<file path="src/rtl/multicycle_control.sv">
// Sequencing FSM for the multi-cycle RV32I core: fetch/decode/execute/memory/writeback.
// Latency: 3 (branch/jump), 4 (ALU ops, store), 5 (load) cycles with zero-wait memory.
// Memory waits on mem_ready; a stall longer than MEM_TIMEOUT cycles traps with bus_error.
module multicycle_control #(
  parameter int MEM_TIMEOUT = 255,
  parameter int TO_W        = 8
) (
  input  logic       clk,
  input  logic       reset,
  input  logic [6:0] opcode,
  input  logic [2:0] funct3,
  input  logic       mem_ready,
  output logic       pc_write,
  output logic       pc_write_cond,
  output logic       pc_src,
  output logic       iord,
  output logic       mem_read,
  output logic       mem_write,
  output logic       ir_write,
  output logic       reg_write,
  output logic [1:0] alu_src_a,
  output logic [1:0] alu_src_b,
  output logic [1:0] alu_op,
  output logic       alu_sub_en,
  output logic [1:0] result_src,
  output logic       instr_retired,
  output logic       illegal,
  output logic       bus_error,
  output logic [3:0] state_out
);

  typedef enum logic [3:0] {
    S_FETCH  = 4'd0,
    S_DECODE = 4'd1,
    S_MEMADR = 4'd2,
    S_MEMRD  = 4'd3,
    S_MEMWB  = 4'd4,
    S_MEMWR  = 4'd5,
    S_EXEC_R = 4'd6,
    S_EXEC_I = 4'd7,
    S_ALUWB  = 4'd8,
    S_BEQ    = 4'd9,
    S_JAL    = 4'd10,
    S_TRAP   = 4'd11
  } state_t;

  localparam logic [6:0] OP_LOAD   = 7'b0000011;
  localparam logic [6:0] OP_STORE  = 7'b0100011;
  localparam logic [6:0] OP_RTYPE  = 7'b0110011;
  localparam logic [6:0] OP_ITYPE  = 7'b0010011;
  localparam logic [6:0] OP_BRANCH = 7'b1100011;
  localparam logic [6:0] OP_JAL    = 7'b1101111;

  // Counter is compared one bit wider so the increment never wraps before the compare.
  localparam logic [TO_W:0] LP_LIMIT = MEM_TIMEOUT[TO_W:0];
  localparam bit            LP_TO_EN = (MEM_TIMEOUT != 0);

  state_t          r_state;
  state_t          w_next;
  logic [TO_W-1:0] r_cnt;
  logic [TO_W:0]   w_cnt_inc;
  logic            w_waiting;
  logic            w_timeout;
  logic            w_set_illegal;
  logic            w_set_bus_err;
  logic            r_illegal;
  logic            r_bus_error;

  // A memory-facing state that has not yet seen mem_ready is a wait cycle.
  assign w_waiting = ((r_state == S_FETCH) || (r_state == S_MEMRD) || (r_state == S_MEMWR))
                     && !mem_ready;
  assign w_cnt_inc = {1'b0, r_cnt} + {{TO_W{1'b0}}, 1'b1};
  // Trap on the wait cycle that brings the count up to the limit.
  assign w_timeout = LP_TO_EN && w_waiting && (w_cnt_inc == LP_LIMIT);

  assign illegal   = r_illegal;
  assign bus_error = r_bus_error;
  assign state_out = r_state;

  // State register.
  always_ff @(posedge clk or posedge reset) begin
    if (reset) begin
      r_state <= S_FETCH;
    end else begin
      r_state <= w_next;
    end
  end

  // Wait counter: restarts on every state change, counts stalled memory cycles.
  always_ff @(posedge clk or posedge reset) begin
    if (reset) begin
      r_cnt <= '0;
    end else if (w_next != r_state) begin
      r_cnt <= '0;
    end else if (w_waiting) begin
      r_cnt <= w_cnt_inc[TO_W-1:0];
    end
  end

  // Sticky error flags, cleared only by reset.
  always_ff @(posedge clk or posedge reset) begin
    if (reset) begin
      r_illegal   <= 1'b0;
      r_bus_error <= 1'b0;
    end else begin
      if (w_set_illegal) r_illegal   <= 1'b1;
      if (w_set_bus_err) r_bus_error <= 1'b1;
    end
  end

  // Next-state and datapath controls, decoded from the current state.
  always_comb begin
    w_next        = r_state;
    w_set_illegal = 1'b0;
    w_set_bus_err = 1'b0;
    pc_write      = 1'b0;
    pc_write_cond = 1'b0;
    pc_src        = 1'b0;
    iord          = 1'b0;
    mem_read      = 1'b0;
    mem_write     = 1'b0;
    ir_write      = 1'b0;
    reg_write     = 1'b0;
    alu_src_a     = 2'b00;
    alu_src_b     = 2'b00;
    alu_op        = 2'b00;
    alu_sub_en    = 1'b0;
    result_src    = 2'b00;
    instr_retired = 1'b0;
    case (r_state)
      S_FETCH: begin
        mem_read  = 1'b1;
        alu_src_b = 2'b01;
        if (mem_ready) begin
          ir_write = 1'b1;
          pc_write = 1'b1;
          w_next   = S_DECODE;
        end else if (w_timeout) begin
          w_set_bus_err = 1'b1;
          w_next        = S_TRAP;
        end
      end
      S_DECODE: begin
        // Precompute the branch/jump target into ALUOut.
        alu_src_a = 2'b01;
        alu_src_b = 2'b10;
        case (opcode)
          OP_LOAD, OP_STORE: w_next = S_MEMADR;
          OP_RTYPE:          w_next = S_EXEC_R;
          OP_ITYPE:          w_next = S_EXEC_I;
          OP_JAL:            w_next = S_JAL;
          OP_BRANCH: begin
            if (funct3 == 3'b000) begin
              w_next = S_BEQ;
            end else begin
              w_set_illegal = 1'b1;
              w_next        = S_TRAP;
            end
          end
          default: begin
            w_set_illegal = 1'b1;
            w_next        = S_TRAP;
          end
        endcase
      end
      S_MEMADR: begin
        alu_src_a = 2'b10;
        alu_src_b = 2'b10;
        w_next    = (opcode == OP_LOAD) ? S_MEMRD : S_MEMWR;
      end
      S_MEMRD: begin
        iord     = 1'b1;
        mem_read = 1'b1;
        if (mem_ready) begin
          w_next = S_MEMWB;
        end else if (w_timeout) begin
          w_set_bus_err = 1'b1;
          w_next        = S_TRAP;
        end
      end
      S_MEMWB: begin
        reg_write     = 1'b1;
        result_src    = 2'b01;
        instr_retired = 1'b1;
        w_next        = S_FETCH;
      end
      S_MEMWR: begin
        iord      = 1'b1;
        mem_write = 1'b1;
        if (mem_ready) begin
          instr_retired = 1'b1;
          w_next        = S_FETCH;
        end else if (w_timeout) begin
          w_set_bus_err = 1'b1;
          w_next        = S_TRAP;
        end
      end
      S_EXEC_R: begin
        alu_src_a  = 2'b10;
        alu_src_b  = 2'b00;
        alu_op     = 2'b10;
        alu_sub_en = 1'b1;
        w_next     = S_ALUWB;
      end
      S_EXEC_I: begin
        // instruction[30] is immediate data here, so sub must stay gated off.
        alu_src_a = 2'b10;
        alu_src_b = 2'b10;
        alu_op    = 2'b10;
        w_next    = S_ALUWB;
      end
      S_ALUWB: begin
        reg_write     = 1'b1;
        instr_retired = 1'b1;
        w_next        = S_FETCH;
      end
      S_BEQ: begin
        alu_src_a     = 2'b10;
        alu_op        = 2'b01;
        pc_write_cond = 1'b1;
        pc_src        = 1'b1;
        instr_retired = 1'b1;
        w_next        = S_FETCH;
      end
      S_JAL: begin
        // ALU forms oldPC+4 for rd while the PC loads the target held in ALUOut.
        alu_src_a     = 2'b01;
        alu_src_b     = 2'b01;
        result_src    = 2'b10;
        reg_write     = 1'b1;
        pc_write      = 1'b1;
        pc_src        = 1'b1;
        instr_retired = 1'b1;
        w_next        = S_FETCH;
      end
      S_TRAP: begin
        w_next = S_TRAP;
      end
      default: begin
        w_next = S_TRAP;
      end
    endcase
  end

endmodule

</file>
<file path="config.mk">
export PLATFORM = sky130hd
export DESIGN_NAME = multicycle_control
export DESIGN_NICKNAME = d
export VERILOG_FILES = /design/src/rtl/multicycle_control.sv
export SDC_FILE = /design/constraint.sdc
export NUM_CORES = 1
export LEC_CHECK = 0
export CORE_MARGIN = 5
export CORE_UTILIZATION = 47
export CTS_BUF_LIST = sky130_fd_sc_hd__clkbuf_4 sky130_fd_sc_hd__clkbuf_8 sky130_fd_sc_hd__clkbuf_16
export CTS_CLUSTER_SIZE = 12
export DETAILED_ROUTE_END_ITERATION = 16
export PLACE_DENSITY = 0.78
export SYNTH_ARGS = -nofsm -noshare
export SYNTH_HDL_FRONTEND = slang
export SYNTH_SLANG_ARGS = --single-unit
</file>
<file path="constraint.sdc">
create_clock -name clk -period 2.6 [get_ports clk]
set_clock_uncertainty 0.15 [all_clocks]
set_input_delay 0.26 -clock clk [delete_from_list [all_inputs] [get_ports clk]]
set_output_delay 0.26 -clock clk [all_outputs]
set_load 0.05 [all_outputs]
</file>
; Yosys cells after proc, flatten, opt, wreduce, memory -nomap -nowiden
; Index checks and enable logic that the tools add are counted.
[classes]
addsub = 1
n_eq_ne = 18
n_mux = 31
reduce_logical = 21
[op_table]
columns = operator, count
row1 = 4-bit one-hot mux with 7 select lines, 1
row2 = 4-bit one-hot mux with 5 select lines, 1
row3 = "4-bit by 3-bit equality test with 1-bit output, second input constant", 4
row4 = 4-bit 2-to-1 mux, 4
row5 = 8-bit 2-to-1 mux, 2
row6 = 2-bit one-hot mux with 2 select lines, 4
row7 = "7-bit by 6-bit equality test with 1-bit output, second input constant", 2
row8 = "7-bit equality test, second input constant", 2
row9 = 1-bit 2-to-1 mux, 14
row10 = 2-bit OR reduction, 7
row11 = "4-bit equality test, second input constant", 3
row12 = "8-bit by 1-bit adder with 9-bit output, second input constant", 1
row13 = "9-bit by 8-bit equality test with 1-bit output, second input constant", 1
row14 = 3-bit OR reduction, 3
row15 = "4-bit by 2-bit equality test with 1-bit output, second input constant", 2
row16 = 4-bit OR reduction, 2
row17 = "7-bit by 2-bit equality test with 1-bit output, second input constant", 1
row18 = "7-bit by 5-bit equality test with 1-bit output, second input constant", 1
row19 = 1-bit one-hot mux with 2 select lines, 3
row20 = 5-bit OR reduction, 1
row21 = "4-bit by 1-bit equality test with 1-bit output, second input constant", 1
row22 = 4-bit logical NOT, 1
row23 = 4-bit inequality test, 1
row24 = 3-bit logical NOT, 1
row25 = 6 further kinds, 8
[totals]
reg_bits = 14
in_bits = 13
elab_cells = 75

; Depth between registers and ports, before layout
[logic_depth]
ltp_word = 10
depth_mapped = 7
mapped_depth_nobuf = 6

; Worst setup path after synthesis
; Ideal clock, no wire load.
[synth_timing]
path_type = register -> output
startpoint = register r_state[3], in the netlist state_out[3]
endpoint = output port pc_write
t_arrival_ps = 3114
required_ps = 2190
slack_ps = -924
path_stages_with_launch = 6
cell_sequence = dfrtp_1 -> buf_6 -> or2_0 -> clkbuf_1 -> nor4_1 -> or2_2
[synth_via]
elab_chain_len = 2
[synth_rtl]
columns = element, line
row1 = start: declaration, 58  ; state_t r_state;
row2 = start signal: assignment, 85  ; r_state <= w_next;
row3 = 4-bit equality test or 4-bit logical NOT (tied branches), 130  ; case (r_state)
row4 = 1-bit one-hot mux with 2 select lines (*), 130
row5 = end: declaration, 13  ; output logic pc_write,
; Mark *: on every way between the ends. The rest lies on a longest branch, timed or not.

; Worst setup path in the final report
[layout_timing]
startpoint = register r_state[0], in the netlist state_out[0]
endpoint = output port pc_write
; The elaborated chain is that of the path after synthesis.

==> key figures <==
GRT
  – Largest net degree at the start of global routing: 17
  – Initial antenna violation count: 0
  – Met3 Use GR: 2.94%
  – Vias in the first global route: 1365
  – Grt total ovfl: 0
  – All-Layer GR Usage: 19.2%
  – GR Util met1: 25.1%
  – First-pass GRT wire length: 6.45 mm
  – Met2 Track Usage GR: 31.6%
  – Most used routing layer in global routing: met2

Floorplanning
  – Die ar.: 4150 µm²
  – Initial Util: 49.6%
  – Die Y-Extent: 64.4 µm
  – Core Rows: 19
  – Placeable Area: 2810 µm²
  – I/O pins: 37
  – Chip width: 64.4 µm

Pwr
  – Sequential share of power: 14.4%
  – P_leak: 0.768 nW
  – VDD IR max: 0.000644 V
  – Clock power frac: 6.4%
  – P_int: 0.00111 W
  – Tot Pwr: 0.00257 W
  – Switching part of the total: 56.9%
  – Combinational Power Share: 79.3%
  – PwrDens: 1370 nW/µm²
  – Switching pwr: 0.00146 W

CTS
  – Clock transition at the registers of the reported paths: 0.09 ns
  – Skew-Pair Late Insertion Delay: 0.29 ns
  – Clk sinks: 14
  – H-tree Lvls: 1
  – Post-CTS Setup Bufs: 0
  – CTS tree: yes
  – Post-CTS Resized: 0
  – Clock Tree Buf Depth: 2
  – Clk root buf: clkbuf_4
  – TritonCTS Buffers: 3
  – Cts hold-fix bufs: 0

Synth
  – Mux cell area share after synthesis: 2.34%
  – FF+latch count, synth: 14
  – Warnings, synthesis: 0
  – Synth unique cells: 64
  – Post-synth ARST share: 100%
  – Synth Area in Simple Gates: 36.1%
  – Mean area per synthesized cell: 8.38 µm²
  – Syn_nets: 181
  – Post-Synth XOR/XNOR Area: 4.95%
  – Sequential fraction of the synthesis area: 25.2%
  – Syn Std Cell Area: 1390 µm²
  – Synth Instances: 166
  – Synth Flop Type: dfrtp_1
  – Post-synth EDFFs: 0
  – Compound-Gate Fraction of Synth Area: 21.8%
  – Synth Area in Adders: 1.80%
  – Largest family of logic cells by synthesized area: simple AND/OR/NAND/NOR gates

Run
  – Max-cap violations: 0

Route
  – Drt drc: 0
  – Routed len/inst: 16.6 µm
  – DR iter-0 viols: 107
  – Vias/cell: 6.26
  – Total wire length: 3.85 mm
  – Vias: 1452
  – Post-DRT Antenna Nets: 0
  – Detailed-router iteration count before antenna repair: 4

Cells and area
  – Final Non-Filler Cells: 232
  – Layout cells sized above 1: 27.9%
  – Finished Cell Area: 1880 µm²
  – Commonest non-fill, non-tap cells in the layout: 18 x clkdlybuf4s50_1, 17 x buf_4, 14 x dfrtp_1
  – # diodes: 0
  – Synth-to-Final Area Change: 35.3%
  – Final net count: 217
  – Most common cell after layout, fill and taps aside: clkdlybuf4s50_1

STA
  – Final Cycle Share: 94.6%
  – Setup WS post-layout: 0.141 ns
  – Setup tns final: 0 ns
  – Unrepaired setup endpoints after global routing: no
  – Setup violators final: 0
  – Achievable Freq: 407 MHz
  – Fin. max-slew vios: 0
  – Worst slew pin tran: 0.591 ns
  – Tmin final: 2.46 ns
  – Slew Limit Headroom: 59.6%
  – Final hold vios: 0

Critical path
  – Critical path peak fanout: 12
  – Crit path kind: reg2out
  – Slowest stage cell, crit path: dfrtp_1
  – CP most frequent cell: buf_4
  – Crit. End Element: primary output
  – CP peak stage delay: 0.54 ns
  – Worst EP arrival: 2.05 ns
  – Worst path cell trace: buf_4, buf_4, nor4_2, or2_2, buf_12
  – CP Data Required Time: 2.19 ns
  – CP startpoint kind: flip-flop

Status
  – Status: finished, final reports clean

Placement
  – Post-Place Setup Slack: 0.218 ns
  – RD Place Congestion: 0.961
  – DP HPWL: 2.97 mm
  – Placed Area: 1850 µm²
  – Placed insts: 228
  – Buffers on Ports: 36

Worst hold path
  – Min-delay worst type: in2async
==> cells in the mapped netlist, types with 3 or more instances <==
cell,n,share of area [%]
nor3_1,13,4.7
clkbuf_1,6,1.6
nor2_1,15,4.0
a21oi_1,10,3.6
inv_1,7,1.9
o21ai_0,5,1.8
nor4_1,4,1.8
buf_6,4,3.2
nand4_1,3,1.3
or3_1,4,1.8
nand2b_1,3,1.3
a211o_1,3,1.9
or2_2,3,1.3
dfrtp_1,14,25
xor2_1,5,3.1
nand2_1,9,2.4
==> cells by family (layout without fill, tap and decap cells) <==
logic type	Yosys count	after routing
flops	14	14
buf+inv	20	55
simple gates	81	81
compound gates	40	40
fa+ha+maj	2	2
xor+xnor	7	7
mux	2	2
==> state kept, by name, indices dropped and copies added, names as in the netlist <==
name / cells
r_cnt: 8
state_out: 4
bus_error: 1
illegal: 1
==> final cells by class <==
cell class | count | area [µm²]
Tap cell | 31 | 38.8
Inverter | 8 | 30.0
Fill cell | 218 | 922
Sequential cell | 14 | 350
Clock buffer | 4 | 36.3
Timing Repair Buffer | 43 | 468
Multi-Input combinational cell | 132 | 960
==> metrics by stage <==
| step | hold WS, ns | util (%) |
|---|---|---|
| detailed placement | 0.307 | 65.8 |
| CTS | 0.193 | 67.1 |
| global placement | 0.301 | 65.8 |
| floorplan | -0.000781 | - |
| finish | 0.161 | 67.1 |
| global route | 0.198 | 67.1 |
==> power groups by stage <==
| stage | sequential [W] | clock [W] | combinational [W] |
|---|---|---|---|
| 2_1_floorplan | 0.000410 | 0 | 0.00137 |
| 3_3_place_gp | 0.000366 | 0 | 0.00199 |
| 3_5_place_dp | 0.000372 | 0 | 0.00203 |
| 4_1_cts | 0.000367 | 0.000162 | 0.00203 |
| 5_1_grt | 0.000383 | 0.000176 | 0.00214 |
| 6_report | 0.000369 | 0.000163 | 0.00204 |
==> critical path: cells and delay by family, from the launching register on <==
family	cells	cell delay (ns)
flops	1	0.54
buf+inv	3	0.55
simple gates	2	0.66
==> metal layers <==
metal,share of wire [%],up-vias
met5,0,-
met4,1.9,0
met3,6.9,6
met2,49,78
met1,42,683
li1,-,685
==> final timing paths <==
kind	start	to	slack, ns	depth (start not counted)
min reg2reg	illegal$_DFFE_PP0P_	illegal$_DFFE_PP0P_	0.32	1
min	reset	r_cnt[1]$_DFFE_PP0P_	0.16	2
max	state_out[0]$_DFF_PP0_	pc_write	0.14	5
max in group asynchronous	reset	state_out[1]$_DFF_PP0_	1.78	2
max reg2reg	r_cnt[1]$_DFFE_PP0P_	state_out[3]$_DFF_PP0_	0.32	7
min in group clk	illegal$_DFFE_PP0P_	illegal$_DFFE_PP0P_	0.32	1
(Power assumes the default switching activity.)
